## src/rtl/rom_burst_arbiter_if.sv

```systemverilog
// Bundle of all rom_burst_arbiter signals except clk/rst: requester ports,
// ROM port, tagged return stream and a state debug tap.
//
// Handshake semantics:
//   - Request side: req is held high with a stable addr/len until the
//     matching gnt pulse. gnt is high for exactly one cycle. addr/len are
//     captured on the edge that raises gnt.
//   - Return side: d_valid qualifies d_out, d_id and d_last in the same
//     cycle. There is no back-pressure, so every beat is consumed the cycle
//     it is presented.
interface rom_burst_arbiter_if;
  logic       req0;
  logic       req1;
  logic [2:0] addr0;
  logic [2:0] addr1;
  logic [2:0] len0;
  logic [2:0] len1;
  logic       gnt0;
  logic       gnt1;
  logic [2:0] rom_addr;
  logic [7:0] rom_data;
  logic [7:0] d_out;
  logic       d_valid;
  logic       d_id;
  logic       d_last;
  logic       busy;
  logic [1:0] dbg_state;

  modport slave (
    input  req0, req1, addr0, addr1, len0, len1, rom_data,
    output gnt0, gnt1, rom_addr, d_out, d_valid, d_id, d_last, busy, dbg_state
  );

  modport master (
    output req0, req1, addr0, addr1, len0, len1, rom_data,
    input  gnt0, gnt1, rom_addr, d_out, d_valid, d_id, d_last, busy, dbg_state
  );
endinterface

```

## src/rtl/rom_burst_arbiter.sv

```systemverilog
// Round-robin arbiter sharing one 8x8 registered-read ROM between two burst
// requesters; returns each burst as a tagged, back-to-back valid stream.
module rom_burst_arbiter (
  input  logic                 clk,
  input  logic                 rst,
  rom_burst_arbiter_if.slave   bus
);

  typedef enum logic [1:0] {
    IDLE  = 2'd0,
    ISSUE = 2'd1,
    DRAIN = 2'd2
  } state_t;

  state_t     state;
  state_t     state_nxt;
  logic       grant;
  logic       winner;
  logic       last_winner;

  logic [2:0] rom_addr_q;
  logic [2:0] cnt;
  logic [2:0] cur_len;
  logic       cur_id;
  logic       gnt0_q;
  logic       gnt1_q;

  // Stage aligned with the ROM's registered output.
  logic       p_valid;
  logic       p_last;
  logic       p_id;

  logic [7:0] d_out_q;
  logic       d_valid_q;
  logic       d_id_q;
  logic       d_last_q;

  logic       issuing;
  logic       issue_done;

  assign issuing    = (state == ISSUE);
  assign issue_done = (cnt == cur_len);

  always_comb begin
    state_nxt = state;
    grant     = 1'b0;
    winner    = 1'b0;
    case (state)
      IDLE: begin
        if (bus.req0 || bus.req1) begin
          grant     = 1'b1;
          // On a tie, the requester that did not win last time goes first.
          if (bus.req0 && bus.req1) winner = ~last_winner;
          else                      winner = bus.req1;
          state_nxt = ISSUE;
        end
      end
      ISSUE: begin
        if (issue_done) state_nxt = DRAIN;
      end
      DRAIN: begin
        // The last address's word is captured into d_out on this edge.
        state_nxt = IDLE;
      end
      default: state_nxt = IDLE;
    endcase
  end

  always_ff @(posedge clk or posedge rst) begin
    if (rst) state <= IDLE;
    else     state <= state_nxt;
  end

  always_ff @(posedge clk or posedge rst) begin
    if (rst) begin
      rom_addr_q  <= 3'd0;
      cnt         <= 3'd0;
      cur_len     <= 3'd0;
      cur_id      <= 1'b0;
      last_winner <= 1'b1;
      gnt0_q      <= 1'b0;
      gnt1_q      <= 1'b0;
    end else begin
      gnt0_q <= grant & ~winner;
      gnt1_q <= grant & winner;
      if (grant) begin
        rom_addr_q  <= winner ? bus.addr1 : bus.addr0;
        cur_len     <= winner ? bus.len1 : bus.len0;
        cur_id      <= winner;
        cnt         <= 3'd0;
        last_winner <= winner;
      end else if (issuing && !issue_done) begin
        rom_addr_q <= rom_addr_q + 3'd1;
        cnt        <= cnt + 3'd1;
      end
    end
  end

  always_ff @(posedge clk or posedge rst) begin
    if (rst) begin
      p_valid   <= 1'b0;
      p_last    <= 1'b0;
      p_id      <= 1'b0;
      d_out_q   <= 8'd0;
      d_valid_q <= 1'b0;
      d_id_q    <= 1'b0;
      d_last_q  <= 1'b0;
    end else begin
      p_valid   <= issuing;
      p_last    <= issuing && issue_done;
      p_id      <= cur_id;
      d_valid_q <= p_valid;
      d_last_q  <= p_valid && p_last;
      if (p_valid) begin
        d_out_q <= bus.rom_data;
        d_id_q  <= p_id;
      end
    end
  end

  assign bus.gnt0      = gnt0_q;
  assign bus.gnt1      = gnt1_q;
  assign bus.rom_addr  = rom_addr_q;
  assign bus.d_out     = d_out_q;
  assign bus.d_valid   = d_valid_q;
  assign bus.d_id      = d_id_q;
  assign bus.d_last    = d_last_q;
  assign bus.busy      = (state != IDLE);
  assign bus.dbg_state = state;

endmodule

```

## src/flat_wrapper.sv

```systemverilog
// flat-port wrapper written by rule: the top's interface ports become plain ports
module rom_burst_arbiter_flat 
  (clk, rst, bus_req0, bus_req1, bus_addr0, bus_addr1, bus_len0, bus_len1, bus_rom_data, bus_gnt0, bus_gnt1, bus_rom_addr, bus_d_out, bus_d_valid, bus_d_id, bus_d_last, bus_busy, bus_dbg_state);
  rom_burst_arbiter_if bus_i ();
  input  logic clk;
  input  logic rst;
  input wire logic [$bits(bus_i.req0)-1:0] bus_req0;
  input wire logic [$bits(bus_i.req1)-1:0] bus_req1;
  input wire logic [$bits(bus_i.addr0)-1:0] bus_addr0;
  input wire logic [$bits(bus_i.addr1)-1:0] bus_addr1;
  input wire logic [$bits(bus_i.len0)-1:0] bus_len0;
  input wire logic [$bits(bus_i.len1)-1:0] bus_len1;
  input wire logic [$bits(bus_i.rom_data)-1:0] bus_rom_data;
  output wire logic [$bits(bus_i.gnt0)-1:0] bus_gnt0;
  output wire logic [$bits(bus_i.gnt1)-1:0] bus_gnt1;
  output wire logic [$bits(bus_i.rom_addr)-1:0] bus_rom_addr;
  output wire logic [$bits(bus_i.d_out)-1:0] bus_d_out;
  output wire logic [$bits(bus_i.d_valid)-1:0] bus_d_valid;
  output wire logic [$bits(bus_i.d_id)-1:0] bus_d_id;
  output wire logic [$bits(bus_i.d_last)-1:0] bus_d_last;
  output wire logic [$bits(bus_i.busy)-1:0] bus_busy;
  output wire logic [$bits(bus_i.dbg_state)-1:0] bus_dbg_state;
  assign bus_i.req0 = bus_req0;
  assign bus_i.req1 = bus_req1;
  assign bus_i.addr0 = bus_addr0;
  assign bus_i.addr1 = bus_addr1;
  assign bus_i.len0 = bus_len0;
  assign bus_i.len1 = bus_len1;
  assign bus_i.rom_data = bus_rom_data;
  assign bus_gnt0 = bus_i.gnt0;
  assign bus_gnt1 = bus_i.gnt1;
  assign bus_rom_addr = bus_i.rom_addr;
  assign bus_d_out = bus_i.d_out;
  assign bus_d_valid = bus_i.d_valid;
  assign bus_d_id = bus_i.d_id;
  assign bus_d_last = bus_i.d_last;
  assign bus_busy = bus_i.busy;
  assign bus_dbg_state = bus_i.dbg_state;
  rom_burst_arbiter u_core (.clk(clk), .rst(rst), .bus(bus_i));
endmodule
```

## config.mk

```make
export PLATFORM = sky130hd
export DESIGN_NAME = rom_burst_arbiter_flat
export DESIGN_NICKNAME = d
export VERILOG_FILES = /design/src/rtl/rom_burst_arbiter_if.sv /design/src/rtl/rom_burst_arbiter.sv /design/src/flat_wrapper.sv
export SDC_FILE = /design/constraint.sdc
export NUM_CORES = 1
export LEC_CHECK = 0
export CELL_PAD_IN_SITES_DETAIL_PLACEMENT = 1
export CELL_PAD_IN_SITES_GLOBAL_PLACEMENT = 2
export CORE_MARGIN = 2
export CORE_UTILIZATION = 28
export DETAILED_ROUTE_END_ITERATION = 6
export GPL_TIMING_DRIVEN = 0
export MAX_ROUTING_LAYER = met4
export PLACE_DENSITY_LB_ADDON = 0.05
export REMOVE_ABC_BUFFERS = 1
export SLEW_MARGIN = 20
export SYNTH_ARGS = -nofsm -noshare
export SYNTH_HDL_FRONTEND = slang
export SYNTH_SLANG_ARGS = --single-unit
```

## constraint.sdc

```tcl
create_clock -name clk -period 1.92 [get_ports clk]
set_input_delay 0.384 -clock clk [delete_from_list [all_inputs] [get_ports clk]]
set_output_delay 0.384 -clock clk [all_outputs]
set_load 0.01 [all_outputs]
```

==> metrics.md <==
| Metric | Value |
|---|---|
| Number of enable-type register cells in the synthesized netlist | `0` |
| Clock net sink count | `29` |
| Post-route clock skew | `between 9 and 10 ps` |
| Relative slew slack | `between 50% and 60%` |
| Max_cap viols | `0` |
| Fraction of synthesized cell area taken by the top area cell type | `55.5%` |
| CP Launch Type | `flip-flop` |
| Most common library cell in the layout ignoring fill and taps | `clkdlybuf4s50_1` |
| Worst Path Required | `~1500 ps` |
| DR iter-0 viols | `35` |
| Clock transition at the registers of the reported paths | `about 60 ps` |
| Post-layout util | `42.0%` |
| Number of synthesized register bits | `29` |
| Hold Path Stages | `0` |
| Result of the run | `completed` |
| Final setup violation count | `0` |
| Starting density of the core | `roughly 29%` |
| Count of unique library cells instantiated by Yosys | `32` |
| Type of destination of the critical path | `primary output` |
| Sequential share of the synthesized area | `around 58%` |
| Antenna violations before repair | `0` |
| Final count of pins violating max slew | `0` |
| Slew at the pin with the worst max-slew slack | `between 600 and 700 ps` |
| Remaining DRCs | `0` |
| Cells taking the most area after synthesis | `dfrtp_1 56%, mux2_2 8.9%, nor2_1 2.7%, dfstp_2 2.1%, and2_1 2.0%` |
| Layout cell share with drive strength beyond 1 | `roughly a fifth` |
| End point of the most critical hold path | `u_core.p_id` |
| Final GP Congestion | `roughly 0.7` |
| Placed wire-length estimate | `approximately 2.3 mm` |
| Final nets | `about 170` |
| Die height | `slightly above 70 um` |
| Yosys warning count | `0` |
| Total of buffers placed on input and output ports | `42` |
| Global-route wire length before repair | `between 4 and 5 mm` |
| Hold/Removal Path Class | `reg2reg` |
| Row cnt | `24` |
| Post-synthesis average cell area | `between 10 and 15 um^2` |
| Register-to-register setup slack | `just over 300 ps` |
| Start-to-end type of the worst setup path | `reg2out` |
| Power after layout | `just over 3000 uW` |
| Worst vdd rail ir drop | `about 0.57 mV` |
| Shortest period the worst path allows | `1850 ps` |
| Hold wc startpoint | `u_core.cur_id` |
| Via count of the first global-routing pass | `slightly below 1000` |
| First-pass detailed-route iteration total | `4` |
| Clock root buffer master | `clkbuf_8` |
| Layout overhead on the synthesized area | `44.9%` |
| Cts bufs inserted | `5` |
| Post-CTS Hold Fix Bufs | `0` |
| Final antenna-violating net count | `0` |
| Congestion Overflow GR | `0` |
| Final antenna diode count | `0` |
| Synth area leader | `dfrtp_1` |
| Share of the clock period used by the worst path | `between 90% and 100%` |
| Latest clock arrival within the worst-skew pair | `approximately 290 ps` |
| Areal power density over the cells | `1680 nW/um^2` |
| Largest net degree at the start of global routing | `30` |
| Maximum clock frequency | `between 500 and 600 MHz` |
| Std-Cell Core Area | `around 4400 um^2` |
| Final instance count without filler cells | `200` |
| Worst r2r dst | `u_core.bus.rom_addr[1]` |
| Total via count in the routed design | `a little over 900` |
| Static leakage | `0.000776 uW` |
| Final Routed Wirelength | `roughly 3.0 mm` |
| Reg2Reg Depth | `5` |
| Chip Width | `71.1 um` |
| Average wire per cell in the routed design | `~15 um` |
| Floorplan die area | `~5100 um^2` |
| Ports | `between 40 and 50` |
| RSZ-0062 raised after global routing | `false` |
| Htree depth | `2` |
| Hold violation count in the final report | `0` |
| Global-route usage over all layers | `between 10% and 20%` |
| Post-Synthesis Cells | `101` |
| Commonest cells after routing, fill and taps aside | `42 x clkdlybuf4s50_1, 27 x dfrtp_1, 10 x mux2_2, 8 x nor2_1, 6 x nand2_1` |
| CTS max path bufs | `2` |
| Mapped cell area | `about 1300 um^2` |
| Via count normalized by instance count | `4.65` |
| Cell Count Post-Placement | `192` |
| Startpoint of the worst register-to-register path | `u_core.bus.dbg_state[1]` |
| Share of async-settable or async-resettable flops after synthesis | `100%` |
| Top FF cell, synth | `dfrtp_1` |
| Clock tree from TritonCTS | `built` |
| Data arrival time of the critical path | `roughly 1500 ps` |
| Max FO, Critical Path | `6` |
==> cell type report <==
type                       instances  area, um^2
inverter                           6        22.5
clock buffer                       5        68.8
tap                               52        65.1
clock inverter                     3        17.5
fill                             471        2520
sequential                        29         728
timing repair buffer              42         420
multi-input combinational         63         507
==> critical path, cell delays in order, from the launching register on <==
cell,delay [ps]
dfrtp_1,460
nor2_4,180
inv_1,60
clkdlybuf4s50_1,490
==> report_power, final <==
part           internal, uW  switching, uW  total (uW)
Sequential              905            229        1130
Clock                   249            240         489
Combinational           811            642        1450
Total                  1970           1110        3080
==> cells in the mapped netlist (4+ instances only) <==
cell and n:
inv_1 5, mux2_2 10, nand2_1 6, nor2_1 9, a21oi_1 4, dfrtp_1 28
and2_1 4
==> routing by layer <==
metal	share of wire, %	GRT usage [%]	up-vias	routed length (um)
li1	-	-	444	-
met1	45	16.2	456	1330
met2	49	20.6	25	1440
met3	4.9	3.99	5	145
met4	1.8	6.92	0	53
met5	0	-	-	0
==> flip-flops by register name, indices dropped and copies added, names as in the netlist <==
| signal | cells |
|---|---|
| u_core.bus.rom_addr | 3 |
| u_core.cnt | 3 |
| u_core.p_last | 1 |
| u_core.cur_id | 1 |
| u_core.last_winner | 1 |
| u_core.bus.gnt0 | 1 |
| u_core.bus.dbg_state | 2 |
| u_core.p_valid | 1 |
| u_core.bus.d_last | 1 |
| u_core.bus.d_valid | 1 |
| u_core.bus.d_id | 1 |
| u_core.bus.gnt1 | 1 |
| u_core.p_id | 1 |
| u_core.bus.d_out | 8 |
| u_core.cur_len | 3 |
==> logic make-up after synthesis <==
logic type,count (synthesis),synth area share (%)
DFF,29,57.6
adders and majority gates,2,1.98
and+or+nand+nor,28,12.3
xor gates and xnor gates,3,2.68
AOI/OAI and AO/OA,17,10.9
buffers and inverters,9,2.87
muxes,13,11.7
==> per-stage QoR <==
stage | cell area (um^2) | worst slack, ps | TNS [ps] | hold slack, ps
6_report | 1830 | 67.8 | 0 | 380
5_1_grt | 1830 | 2.34 | 0 | 394
3_3_place_gp | 1730 | -75.1 | -139 | 366
2_1_floorplan | 1250 | 468 | 0 | 354
4_1_cts | 1830 | 33.9 | 0 | 384
3_5_place_dp | 1730 | -61.8 | -136 | 373
==> timing repair <==
action / CTS / global route
endpoints found under the setup margin: 1 / 1
buffers inserted: 0 / 0
resized for setup: 2 / 1
==> worst max-delay path by stage <==
stage                             from                endpoint  slack (ps)  cells past startpoint
3_5_place_dp                  bus_req1  u_core.bus.rom_addr[1]         -60                      6
3_3_place_gp                  bus_req1  u_core.bus.rom_addr[1]         -80                      6
2_1_floorplan  u_core.bus.dbg_state[1]  u_core.bus.rom_addr[1]         470                      5
4_1_cts        u_core.bus.dbg_state[0]                bus_busy          30                      3
5_1_grt        u_core.bus.dbg_state[1]                bus_busy           2                      3
6_report       u_core.bus.dbg_state[1]                bus_busy          70                      3
Note: power is estimated with default switching activity, not from simulation.
